**src/rtl/fp_issue_wb.sv**
```systemverilog
`timescale 1ns/1ps
// FP issue/writeback back end: takes one decoded FP instruction, resolves its rounding mode,
// hands it to fpnew and writes the result (NaN-boxed where needed) to the FP or integer regfile.
module fp_issue_wb #(
  parameter int unsigned FLEN = 64,
  parameter int unsigned XLEN = 32
) (
  input  logic            clk_i,
  input  logic            rst_i,
  // Handshakes: a transfer happens on a rising edge where valid and ready are both high;
  // a valid side holds its payload unchanged until that edge and never waits on ready.
  input  logic            dec_valid_i,
  output logic            dec_ready_o,
  input  logic [3:0]      dec_op_i,
  input  logic            dec_op_mod_i,
  input  logic [2:0]      dec_rm_i,
  input  logic            dec_rm_dynamic_i,
  input  logic [2:0]      dec_src_fmt_i,
  input  logic [2:0]      dec_dst_fmt_i,
  input  logic [4:0]      dec_rd_i,
  input  logic            dec_fp_we_i,
  input  logic            dec_mv_i,
  input  logic [FLEN-1:0] dec_opa_i,
  input  logic [FLEN-1:0] dec_opb_i,
  input  logic [FLEN-1:0] dec_opc_i,
  input  logic [2:0]      frm_i,
  input  logic            flush_i,
  output logic            fpu_in_valid_o,
  input  logic            fpu_in_ready_i,
  output logic [3:0]      fpu_op_o,
  output logic            fpu_op_mod_o,
  output logic [2:0]      fpu_rm_o,
  output logic [2:0]      fpu_src_fmt_o,
  output logic [2:0]      fpu_dst_fmt_o,
  output logic [FLEN-1:0] fpu_opa_o,
  output logic [FLEN-1:0] fpu_opb_o,
  output logic [FLEN-1:0] fpu_opc_o,
  input  logic            fpu_out_valid_i,
  output logic            fpu_out_ready_o,
  input  logic [FLEN-1:0] fpu_result_i,
  input  logic [4:0]      fpu_status_i,
  output logic            fp_wb_we_o,
  output logic [4:0]      fp_wb_addr_o,
  output logic [FLEN-1:0] fp_wb_data_o,
  output logic            int_wb_we_o,
  output logic [4:0]      int_wb_addr_o,
  output logic [XLEN-1:0] int_wb_data_o,
  output logic            fflags_we_o,
  output logic [4:0]      fflags_o,
  output logic            illegal_rm_o,
  output logic            busy_o,
  output logic [2:0]      dbg_state_o
);

  typedef enum logic [2:0] {
    S_IDLE  = 3'd0,
    S_ISSUE = 3'd1,
    S_WAIT  = 3'd2,
    S_WB    = 3'd3,
    S_ERR   = 3'd4
  } state_e;

  localparam logic [2:0] FMT_FP32 = 3'd0;

  state_e            state_q, state_d;
  logic              killed_q, killed_d;
  logic [3:0]        op_q, op_d;
  logic              op_mod_q, op_mod_d;
  logic [2:0]        rm_q, rm_d;
  logic [2:0]        src_fmt_q, src_fmt_d;
  logic [2:0]        dst_fmt_q, dst_fmt_d;
  logic [4:0]        rd_q, rd_d;
  logic              fp_we_q, fp_we_d;
  logic              mv_q, mv_d;
  logic [FLEN-1:0]   opa_q, opa_d;
  logic [FLEN-1:0]   opb_q, opb_d;
  logic [FLEN-1:0]   opc_q, opc_d;
  logic [FLEN-1:0]   res_q, res_d;
  logic [4:0]        status_q, status_d;

  logic [2:0]        rm_sel;
  logic              rm_bad;
  logic              wb_ok;
  logic [FLEN-1:0]   fp_data;
  logic [XLEN-1:0]   int_data;

  function automatic logic [FLEN-1:0] nan_box(input logic [31:0] v);
    logic [FLEN-1:0] r;
    r       = '1;
    r[31:0] = v;
    return r;
  endfunction

  // frm values 5..7 are reserved encodings; only a dynamic rm can select them.
  assign rm_sel = dec_rm_dynamic_i ? frm_i : dec_rm_i;
  assign rm_bad = dec_rm_dynamic_i && (frm_i >= 3'd5);

  always_comb begin
    state_d   = state_q;
    killed_d  = killed_q;
    op_d      = op_q;
    op_mod_d  = op_mod_q;
    rm_d      = rm_q;
    src_fmt_d = src_fmt_q;
    dst_fmt_d = dst_fmt_q;
    rd_d      = rd_q;
    fp_we_d   = fp_we_q;
    mv_d      = mv_q;
    opa_d     = opa_q;
    opb_d     = opb_q;
    opc_d     = opc_q;
    res_d     = res_q;
    status_d  = status_q;
    case (state_q)
      S_IDLE: begin
        killed_d = 1'b0;
        if (dec_valid_i) begin
          op_d      = dec_op_i;
          op_mod_d  = dec_op_mod_i;
          rm_d      = rm_sel;
          src_fmt_d = dec_src_fmt_i;
          dst_fmt_d = dec_dst_fmt_i;
          rd_d      = dec_rd_i;
          fp_we_d   = dec_fp_we_i;
          mv_d      = dec_mv_i;
          opa_d     = dec_opa_i;
          opb_d     = dec_opb_i;
          opc_d     = dec_opc_i;
          status_d  = '0;
          if (rm_bad)        state_d = S_ERR;
          else if (dec_mv_i) state_d = S_WB;
          else               state_d = S_ISSUE;
        end
      end
      S_ISSUE: begin
        // Once fpnew has taken the op its result must still be drained, so a flush
        // coinciding with the handshake only marks the op as killed.
        if (fpu_in_ready_i) begin
          state_d  = S_WAIT;
          killed_d = flush_i;
        end else if (flush_i) begin
          state_d = S_IDLE;
        end
      end
      S_WAIT: begin
        if (flush_i) killed_d = 1'b1;
        if (fpu_out_valid_i) begin
          res_d    = fpu_result_i;
          status_d = fpu_status_i;
          state_d  = S_WB;
        end
      end
      S_WB: begin
        killed_d = 1'b0;
        state_d  = S_IDLE;
      end
      S_ERR:   state_d = S_IDLE;
      default: state_d = S_IDLE;
    endcase
  end

  always_comb begin
    fp_data  = (mv_q || dst_fmt_q == FMT_FP32) ? nan_box(mv_q ? opa_q[31:0] : res_q[31:0]) : res_q;
    int_data = mv_q ? XLEN'($signed(opa_q[31:0])) : XLEN'(res_q);
    wb_ok    = (state_q == S_WB) && !killed_q && !flush_i;

    dec_ready_o     = (state_q == S_IDLE);
    busy_o          = (state_q != S_IDLE);
    fpu_in_valid_o  = (state_q == S_ISSUE);
    fpu_out_ready_o = (state_q == S_WAIT);
    illegal_rm_o    = (state_q == S_ERR);
    dbg_state_o     = state_q;

    fp_wb_we_o    = wb_ok && fp_we_q;
    int_wb_we_o   = wb_ok && !fp_we_q;
    fflags_we_o   = wb_ok && !mv_q;
    fp_wb_addr_o  = '0;
    int_wb_addr_o = '0;
    fp_wb_data_o  = '0;
    int_wb_data_o = '0;
    fflags_o      = '0;
    if (state_q == S_WB) begin
      fp_wb_addr_o  = rd_q;
      int_wb_addr_o = rd_q;
      fp_wb_data_o  = fp_data;
      int_wb_data_o = int_data;
      if (!mv_q) fflags_o = status_q;
    end

    fpu_op_o      = op_q;
    fpu_op_mod_o  = op_mod_q;
    fpu_rm_o      = rm_q;
    fpu_src_fmt_o = src_fmt_q;
    fpu_dst_fmt_o = dst_fmt_q;
    fpu_opa_o     = opa_q;
    fpu_opb_o     = opb_q;
    fpu_opc_o     = opc_q;
  end

  always_ff @(posedge clk_i) begin
    if (rst_i) begin
      state_q   <= S_IDLE;
      killed_q  <= 1'b0;
      op_q      <= '0;
      op_mod_q  <= 1'b0;
      rm_q      <= '0;
      src_fmt_q <= '0;
      dst_fmt_q <= '0;
      rd_q      <= '0;
      fp_we_q   <= 1'b0;
      mv_q      <= 1'b0;
      opa_q     <= '0;
      opb_q     <= '0;
      opc_q     <= '0;
      res_q     <= '0;
      status_q  <= '0;
    end else begin
      state_q   <= state_d;
      killed_q  <= killed_d;
      op_q      <= op_d;
      op_mod_q  <= op_mod_d;
      rm_q      <= rm_d;
      src_fmt_q <= src_fmt_d;
      dst_fmt_q <= dst_fmt_d;
      rd_q      <= rd_d;
      fp_we_q   <= fp_we_d;
      mv_q      <= mv_d;
      opa_q     <= opa_d;
      opb_q     <= opb_d;
      opc_q     <= opc_d;
      res_q     <= res_d;
      status_q  <= status_d;
    end
  end

endmodule

```
**config.mk**
```make
export PLATFORM = sky130hd
export DESIGN_NAME = fp_issue_wb
export DESIGN_NICKNAME = d
export VERILOG_FILES = /design/src/rtl/fp_issue_wb.sv
export SDC_FILE = /design/constraint.sdc
export NUM_CORES = 1
export LEC_CHECK = 0
export ABC_CLOCK_PERIOD_IN_PS = 3200
export BUFFER_PORTS_ARGS = -buffer_cell sky130_fd_sc_hd__buf_2
export CORE_AREA = 2 2 241 243
export CTS_BUF_LIST = sky130_fd_sc_hd__clkbuf_4 sky130_fd_sc_hd__clkbuf_8 sky130_fd_sc_hd__clkbuf_16
export DETAILED_ROUTE_END_ITERATION = 7
export DIE_AREA = 0 0 243 245
export PLACE_DENSITY_LB_ADDON = 0.25
export SYNTH_ARGS = -nofsm -noshare
export SYNTH_HDL_FRONTEND = slang
export SYNTH_SLANG_ARGS = --single-unit
export TNS_END_PERCENT = 10
```
**constraint.sdc**
```tcl
create_clock -name clk_i -period 3.2 [get_ports clk_i]
set_clock_uncertainty 0.2 [all_clocks]
set_input_delay 0.48 -clock clk_i [delete_from_list [all_inputs] [get_ports clk_i]]
set_output_delay 0.48 -clock clk_i [all_outputs]
set_load 0.05 [all_outputs]
```
; Yosys cells after proc, flatten, opt, wreduce, memory -nomap -nowiden
; Index checks and enable logic that the tools add are counted.
[totals]
regBits = 286
in_bits = 292
out_inout_bits = 328
wordCells = 68
[op_classes]
magnitude_cmp = 1
eq_ne = 9
mux = 21
n_reduce_logical = 22
[ops]
columns = operator, n
row1 = $mux 64, 2
row2 = $mux 32, 2
row3 = $mux 5, 5
row4 = $mux 3, 6
row5 = $pmux 5 s2, 1
row6 = $pmux 3 s3, 1
row7 = $reduce_and 3->1, 3
row8 = $eq 3x2->1 const B, 2
row9 = $logic_and 1x1->1, 6
row10 = $logic_not 3->1, 2
row11 = $ne 2x2->1 const B, 3
row12 = $reduce_bool 3->1, 2
row13 = $logic_not 1->1, 4
row14 = $reduce_and 2->1, 2
row15 = $eq 3x1->1 const B, 1
row16 = $eq 3x3->1 const B, 1
row17 = $ge 3x3->1 const B, 1
row18 = $ne 3x2->1 const B, 1
row19 = $pmux 1 s3, 1
row20 = $mux 1, 2
row21 = $mux 2, 1
row22 = $ne 2x1->1 const B, 1
row23 = $reduce_bool 2->1, 1
row24 = $reduce_or 2->1, 1
row25 = $logic_or 1x1->1, 1

; Depth between registers and ports, before layout
; Gate-level depths: netlist of run 1.
[logic_depth]
word_depth = 5
mapped_depth = 6
ltp_nobuf = 3

; Worst setup path before layout of run 1
; No wires, ideal clock.
[synth_timing]
kind = flip-flop to output port
from = reg state_q[1], in the netlist dbg_state_o[1]
to = out fp_wb_we_o
t_arrival_ns = 2.916
setup_slack_ns = -0.396
path_stages_with_launch = 4
path_cell_list = dfxtp_1 > clkbuf_1 > nand3b_1 > nor4b_1
[synth_between]
elab_chain_len = 4
[synth_lines]
columns = item, line
row1 = "start, declared", 65  ; state_e state_q, state_d;
row2 = "start signal, assigned", 218  ; state_q <= state_d;
row3 = $eq 3x2->1, 165  ; wb_ok = (state_q == S_WB) && !killed_q && !flush_i;
row4 = $logic_and 1x1->1 (2 in series), 165
row5 = $logic_and 1x1->1, 174  ; fp_wb_we_o = wb_ok && fp_we_q;
row6 = "end, declared", 42  ; output logic fp_wb_we_o,
; Every way passes these cells.

; Final worst setup path of run 1
[layout_timing]
from = reg state_q[1], in the netlist dbg_state_o[1]
to = out fp_wb_data_o[23]
[layout_between]
elab_chain_len = 2
[layout_lines]
columns = item, line
row1 = $eq 3x2->1, 182  ; if (state_q == S_WB) begin
row2 = $mux 64, 182
row3 = "end, declared", 44  ; output logic [FLEN-1:0] fp_wb_data_o,
; Every way passes these cells.

==> metrics.md, run 1 <==
| Metric | Value |
|---|---|
| Setup Fix Bufs, Post-CTS | 0 |
| R2R Setup Slk | approximately 0.9 ns |
| Clk slew on worst S/H paths | about 0.06 ns |
| Commonest non-fill, non-tap cells in the layout | buf_2 (618), nand2_1 (554), dfxtp_1 (284) |
| CP endpoint | fp_wb_data_o[23] |
| Pin count of the biggest net entering global routing | approximately 140 |
| CTS Buffer Depth | 3 |
| Seq cells post-synth | approximately 290 |
| Reg2reg path depth | 6 |
| Synth area leader | dfxtp_1 |
| Die height | 245 µm |
| P&R area growth vs syn | 66.2% |
| Starting Density | 0.195 |
| Placed inst area | roughly 0.015 mm² |
| Sink Count | about 290 |
| Antenna Nets Post-Route | 0 |
| Post-route cell area | 0.0185 mm² |
| Input/output buffers | just over 600 |
| Critical Path Start Type | register |
| Initial antenna violation count | 0 |
| H-tree levels | 2 |
| Nets | about 2,500 |
| CP Data Required Time | around 2.5 ns |
| Most common cell after layout, fill and taps aside | buf_2 |
| Status | finished, final reports clean |
| Tcrit/Tclk final | 0.939 |
| Post-route DRC | 0 |
| Reg2reg end | fpu_opb_o[60] |
| Maximum vdd drop | 0.000319 V |
| Share of cells above drive strength 1 | 0.319 |
| GP Congestion | 0.838 |
| RSZ-0062 raised after global routing | false |
| # rows | 88 |
| Ys Warns | 0 |
| FFs w/ async S/R, synth | 0 |
| Via count | around 12,000 |
| Slew Viols, Final | 0 |
| Core area | 0.0570 mm² |
| Post-synth cell types | 34 |
| Setup Crit Path Kind | register to primary output |
| Fmax | 0.333 GHz |
| Die X | roughly 240 µm |
| Starting DRC count in detailed routing | between 500 and 600 |
| Vias per inst | 4.14 |
| Minimum clock period | roughly 3 ns |
| Mapped Cells | between 1,000 and 1,500 |
| Worst setup margin | about 0.19 ns |
| Mapped Nets | about 1,700 |
| Number of buffers created by CTS | 35 |
| Commonest register cell after synthesis | dfxtp_1 |
| Relative slew slack | 0.397 |
| HP Class | input port to register |
| Final Hold Fails | 0 |
| Post-synthesis sequential area ratio | 0.514 |
| Worst Setup SP | dbg_state_o[1] |
| P per Cell Area | 681 mW/mm² |
| Crit-path max FO | 31 |
| Worst-Margin Slew | a little over 0.9 ns |
| Clock Latency Late Sink | about 0.53 ns |
| Worst Hold Slack | between 0.04 and 0.05 ns |
| R2r startpoint | dbg_state_o[2] |
| Pleak | 8.34 nW |
| Routed WL | 45,300 µm |
| GRT Total Usage | 0.141 |
| Avg WL per Cell | ~15 µm |
| Ant diodes | 0 |
| Mapped Area | between 0.01 and 0.015 mm² |
| Worst setup EP type | primary output |
| DIE AREA | 0.0595 mm² |
| Hpwl dp | about 31,000 µm |
| Pre-CTS setup slack | approximately 0.42 ns |
| Number of global-route vias before repair | about 12,000 |
| Reg area | approximately 0.0057 mm² |
| # IOs | between 600 and 700 |
| DR pass1 iterations | 5 |
| Worst EP arrival | 2.33 ns |
| First-pass GRT wire length | roughly 68,000 µm |
| Multi-input logic area | about 0.0046 mm² |
| Power after layout | between 10 and 15 mW |
| Grt ovf | 0 |
| Synth area leaders | dfxtp_1 (51%), nand2_1 (19%), a21oi_1 (13%) |
| EDFF count, synth | 0 |
| Max-cap violations | 0 |
| Syn Area/Cell | between 7 and 8 µm² |
| CTS tree | yes |
| Area share of the largest cell type after synthesis | 0.514 |
| Final setup viols | 0 |
| Clock root buffer | clkbuf_16 |
| Fillers | about 6,200 |
==> synth_stat cells (3+ instances only) <==
cell type  number
buf_6          16
nand3_1         5
a211oi_1        3
o21a_1         32
and2_1         10
clkbuf_1       61
buf_1           6
buf_4          37
a21oi_1       281
buf_2          30
nor3b_1         3
nand2_1       554
nor3_1          5
nor2_1         37
dfxtp_1       286
mux2i_1        35
==> routing by layer <==
metal	GRT usage	wire, µm
met5	0	0
met4	0.0534	1430
met3	0.0306	2600
met2	0.239	22200
met1	0.175	19100
==> kinds of logic after synthesis <==
logic type	count (synthesis)	synth area share
AO/OA/AOI/OAI	323	0.155
buffers and inverters	152	0.0778
flip-flops	286	0.514
multiplexers	35	0.0314
AND/OR/NAND/NOR	629	0.222
==> flip-flops by register name, summed over array words and instances, names as in the netlist <==
signal         count
fpu_src_fmt_o      3
fpu_opa_o         64
fpu_rm_o           3
fpu_opc_o         64
status_q           5
rd_q               5
dbg_state_o        3
res_q             64
fpu_op_mod_o       1
killed_q           1
fpu_opb_o         64
fp_we_q            1
mv_q               1
fpu_op_o           4
fpu_dst_fmt_o      3
==> metrics by stage <==
step	TNS (ns)	instances	util
floorplan	-1.47	1425	-
finish	0	3010	0.325
detailed placement	0	2685	0.257
global placement	0	2685	0.257
CTS	0	3010	0.325
global route	0	3010	0.325
==> critical path: stages (launching register included) <==
cell	delay, ns
dfxtp_1	0.31
buf_4	0.21
nand3b_1	0.26
buf_4	0.33
nor2_1	0.33
buf_2	0.34
==> report_power, final <==
| group | switching, mW | leakage [nW] | internal, mW |
|---|---|---|---|
| Clock | 1.57 | 0.599 | 2.56 |
| Sequential | 0.260 | 2.34 | 4.02 |
| Combinational | 3.03 | 5.40 | 1.16 |
==> what timing repair did <==
| item | CTS | global route |
|---|---|---|
| setup endpoints to repair | 42 | 6 |
| hold buffers | 263 | 0 |
| hold endpoints to repair | 263 | 0 |
| gates resized for setup | 1 | 1 |
==> worst min-delay path by stage <==
stage	slack, ns	from	to	cells past startpoint
5_1_grt	0.02	dec_opa_i[27]	fpu_opa_o[27]	3
2_1_floorplan	0.23	rd_q[0]	rd_q[0]	2
4_1_cts	0.006	dec_opa_i[58]	fpu_opa_o[58]	3
3_3_place_gp	0.24	fpu_opb_o[55]	fpu_opb_o[55]	2
6_report	0.05	dec_opa_i[27]	fpu_opa_o[27]	3
3_5_place_dp	0.24	fpu_opb_o[14]	fpu_opb_o[14]	2
==> layout make-up <==
| class | instances | share of cell area |
|---|---|---|
| timing repair buffer | 908 | 0.326 |
| sequential | 286 | 0.309 |
| multi-input combinational | 987 | 0.249 |
| clock buffer | 51 | 0.0555 |
| tap | 765 | 0.0517 |
| clock inverter | 11 | 0.00892 |
| inverter | 2 | 0.000405 |
(Power assumes the default switching activity.)
==> inputs of run 2 (changes only) <==
--- a/config.mk
+++ b/config.mk
@@ -5,12 +5,13 @@
 export SDC_FILE = /design/constraint.sdc
 export NUM_CORES = 1
 export LEC_CHECK = 0
+export ABC_AREA = 1
 export ABC_CLOCK_PERIOD_IN_PS = 3200
 export BUFFER_PORTS_ARGS = -buffer_cell sky130_fd_sc_hd__buf_2
-export CORE_AREA = 2 2 241 243
+export CORE_AREA = 2 2 244 246
 export CTS_BUF_LIST = sky130_fd_sc_hd__clkbuf_4 sky130_fd_sc_hd__clkbuf_8 sky130_fd_sc_hd__clkbuf_16
 export DETAILED_ROUTE_END_ITERATION = 7
-export DIE_AREA = 0 0 243 245
+export DIE_AREA = 0 0 246 248
 export PLACE_DENSITY_LB_ADDON = 0.25
 export SYNTH_ARGS = -nofsm -noshare
 export SYNTH_HDL_FRONTEND = slang
==> run 2 against run 1 <==
Net effect:
- via count increased by 3.7%
- register-to-register slack improved by 0.03 ns
- non-clock buffer count decreased by 62
- critical path type unchanged
- setup slack got worse by 0.078 ns
- global-route usage increased by 0.40 points
- area after synthesis increased by 1.8%
- first-iteration DRC count increased by 7.7%
- synthesized cell count increased by 5.8%
- total power increased by 11%
- utilization decreased by 0.91 points
- critical path depth increased by 2
==> metrics.md, run 2 <==
| Metric | Value |
|---|---|
| Status | finished, final reports clean |
| HP Class | input port to register |
| Pre-CTS setup slack | 0.501 ns (+0.0782 ns) |
| Routed WL | 47,400 µm (+4.6%) |
| Minimum clock period | 3.08 ns (+0.0780 ns) |
| Clk slew on worst S/H paths | 0.05 ns (about the same) |
| P per Cell Area | 760 mW/mm² (+12%) |
| Tcrit/Tclk final | 0.964 (+0.0244) |
| XOR/XNOR Fraction of Synth Area | 0 (unchanged) |
| Number of buffers created by CTS | 36 (+2.9%) |
| Commonest register cell after synthesis | dfxtp_1 |
| Post-route cell area | 0.0184 mm² (-0.37%) |
| DR pass1 iterations | 5 (unchanged) |
| Seq cells post-synth | 286 (unchanged) |
| Largest stage delay on the critical path | 0.49 ns (+0.15 ns) |
| Vias per inst | 4.27 (+3.1%) |
| Number of global-route vias before repair | 12,694 (+5.0%) |
| EDFF count, synth | 0 (unchanged) |
| Worst setup EP type | primary output |
| Most frequent cells after synthesis | dfxtp_1 (286), a21oi_1 (220), nand2_1 (194) |
| Largest family of logic cells by synthesized area | simple AND/OR/NAND/NOR gates |
| Synth area leader | dfxtp_1 |
| Setup Crit Path Kind | register to primary output |
| Pin count of the biggest net entering global routing | 130 (-4.4%) |
| Initial antenna violation count | 3 (+3) |
| First-pass GRT wire length | 70,300 µm (+4.0%) |
| Nets | 2,519 (+0.28%) |
| Most common cell after layout, fill and taps aside | buf_2 |
| Area share of the largest cell type after synthesis | 0.505 (-0.00902) |
| CTS tree | yes |
| Commonest non-fill, non-tap cells in the layout | buf_2 (615), dfxtp_1 (284), a21oi_1 (220) |
| Grt ovf | 0 (unchanged) |
| H-tree levels | 2 (unchanged) |
| Die X | 246 µm (+1.2%) |
| Worst setup margin | 0.116 ns (-0.0780 ns) |
| Worst-Margin Slew | 0.725 ns (-0.180 ns) |
| Area share of fa/ha/maj cells after synthesis | 0 (unchanged) |
| Mapped Nets | 1,799 (+4.8%) |
| Clock root buffer | clkbuf_16 |
| Critical Path, Cell by Cell | inv_1 -> nor3_4 -> buf_4 -> nand2_1 -> buf_4 -> nor2_1 -> buf_2 |
| Max-cap violations | 0 (unchanged) |
| Ys Warns | 0 (unchanged) |
| Slew Viols, Final | 0 (unchanged) |
| CTS Buffer Depth | 3 (unchanged) |
| Final setup viols | 0 (unchanged) |
| GP Congestion | 0.801 (-4.5%) |
| Crit-path max FO | 14 (-55%) |
| Input/output buffers | 619 (unchanged) |
| # IOs | 620 (unchanged) |
| Core area | 0.0585 mm² (+2.5%) |
| Starting Density | 0.194 (-0.00137) |
| Critical Path Start Type | register |
| Synth area leaders | dfxtp_1 (50%), a21oi_1 (9.7%), nand3_1 (7.9%) |
| Relative slew slack | 0.516 (+0.119) |
| Hpwl dp | 32,900 µm (+5.2%) |
| Mux share of post-synthesis cell area | 0 (-0.0314) |
| Die height | 248 µm (+1.2%) |
| Pleak | 8.58 nW (+2.9%) |
| CP Data Required Time | 2.52 ns (about the same) |
| P&R area growth vs syn | 62.7% |
| WP buf/inv | 4 (+1) |
| Maximum vdd drop | 0.000490 V (+54%) |
| Delay-heaviest family, CP | buffers and inverters |
| Synth Area in Compound Gates | 0.183 (+0.0280) |
| DIE AREA | 0.0610 mm² (+2.5%) |
| Starting DRC count in detailed routing | 544 (+7.7%) |
| Antenna Nets Post-Route | 0 (unchanged) |
| CP max-delay cell | dfxtp_1 |
| Crit-path most repeated cell | buf_4 |
| Sink Count | 286 (unchanged) |
| Syn Area/Cell | 7.52 µm² (-3.8%) |
| Clock Latency Late Sink | 0.52 ns (about the same) |
| Post-synth cell types | 24 (-29%) |
| Mapped Area | 0.0113 mm² (+1.8%) |
| Mapped Cells | 1,507 (+5.8%) |
| Post-synthesis sequential area ratio | 0.505 (-0.00902) |
| GRT Total Usage | 0.145 (+0.00404) |
| Avg WL per Cell | 15.7 µm (+4.0%) |
| # rows | 89 (+1.1%) |
| Post-route DRC | 0 (unchanged) |
| Power after layout | 14.0 mW (+11%) |
| Placed inst area | 0.0152 mm² (+3.4%) |
| Worst EP arrival | 2.40 ns (+0.07 ns) |
| FFs w/ async S/R, synth | 0 (unchanged) |
| Simple-gate share of the synthesized area | 0.212 (-0.0106) |
| Count leader, synth | dfxtp_1 |
| Via count | 12,938 (+3.7%) |
| Final Hold Fails | 0 (unchanged) |
| Fmax | 0.324 GHz (-2.5%) |
| RSZ-0062 raised after global routing | false |
| Share of cells above drive strength 1 | 0.335 (+0.0156) |
run 2: final cells by class:
class,instances,area [µm²]
Sequential cell,286,5730
Clock inverter,7,114
Inverter,90,340
Multi-Input combinational cell,967,4690
Antenna cell,3,7.51
Timing Repair Buffer,846,5470
Fill cell,6283,40000
Clock buffer,55,1120
Tap cell,773,967
run 2: report_power, final:
group | switching (mW) | internal (mW)
sequential | 0.323 | 4.17
clock | 1.58 | 2.65
combinational | 3.96 | 1.35
total | 5.86 | 8.17
run 2: worst paths after layout:
path	end	start	slack [ns]	cells after the start
max	fp_wb_we_o	dbg_state_o[0]	0.12	7
min	fpu_opc_o[9]	dec_opc_i[9]	0.04	3
max reg2reg	fpu_opc_o[60]	dbg_state_o[2]	0.94	5
min reg2reg	rd_q[2]	rd_q[2]	0.25	2
run 2: layer usage:
layer / GRT usage / routed length [µm] / up-vias
li1: - / - / 6368
met1: 0.169 / 19200 / 5967
met2: 0.250 / 22900 / 519
met3: 0.0425 / 3800 / 84
met4: 0.0551 / 1580 / 0
met5: 0 / 0 / -
run 2: timing repair:
| action | 4_1_cts | 5_1_grt |
|---|---|---|
| setup buffers | 0 | 0 |
| gates resized for setup | 2 | 3 |
| endpoints found under the hold margin | 201 | 0 |
| hold buffers | 201 | 0 |
| endpoints found under the setup margin | 17 | 5 |
run 2: cell families after synthesis:
group / Yosys count
AO/OA/AOI/OAI: 397
buffers and inverters: 254
flip-flops: 286
AND/OR/NAND/NOR: 570
run 2: worst min-delay path, delay by kind of cell:
family	cells	cell delay (ns)
AOI/OAI and AO/OA	1	0.06
and+or+nand+nor	1	0.07
buffers and inverters	1	0.10
run 2: stage by stage:
step	TNS [ns]	utilization	std cells	hold WS [ns]
after floorplan	-4.27	-	1507	0.230
after global placement	0	0.260	2761	0.242
after detailed placement	0	0.260	2761	0.246
after CTS	0	0.315	3024	0.0000979
after global routing	0	0.315	3026	0.0111
final	0	0.316	3027	0.0383
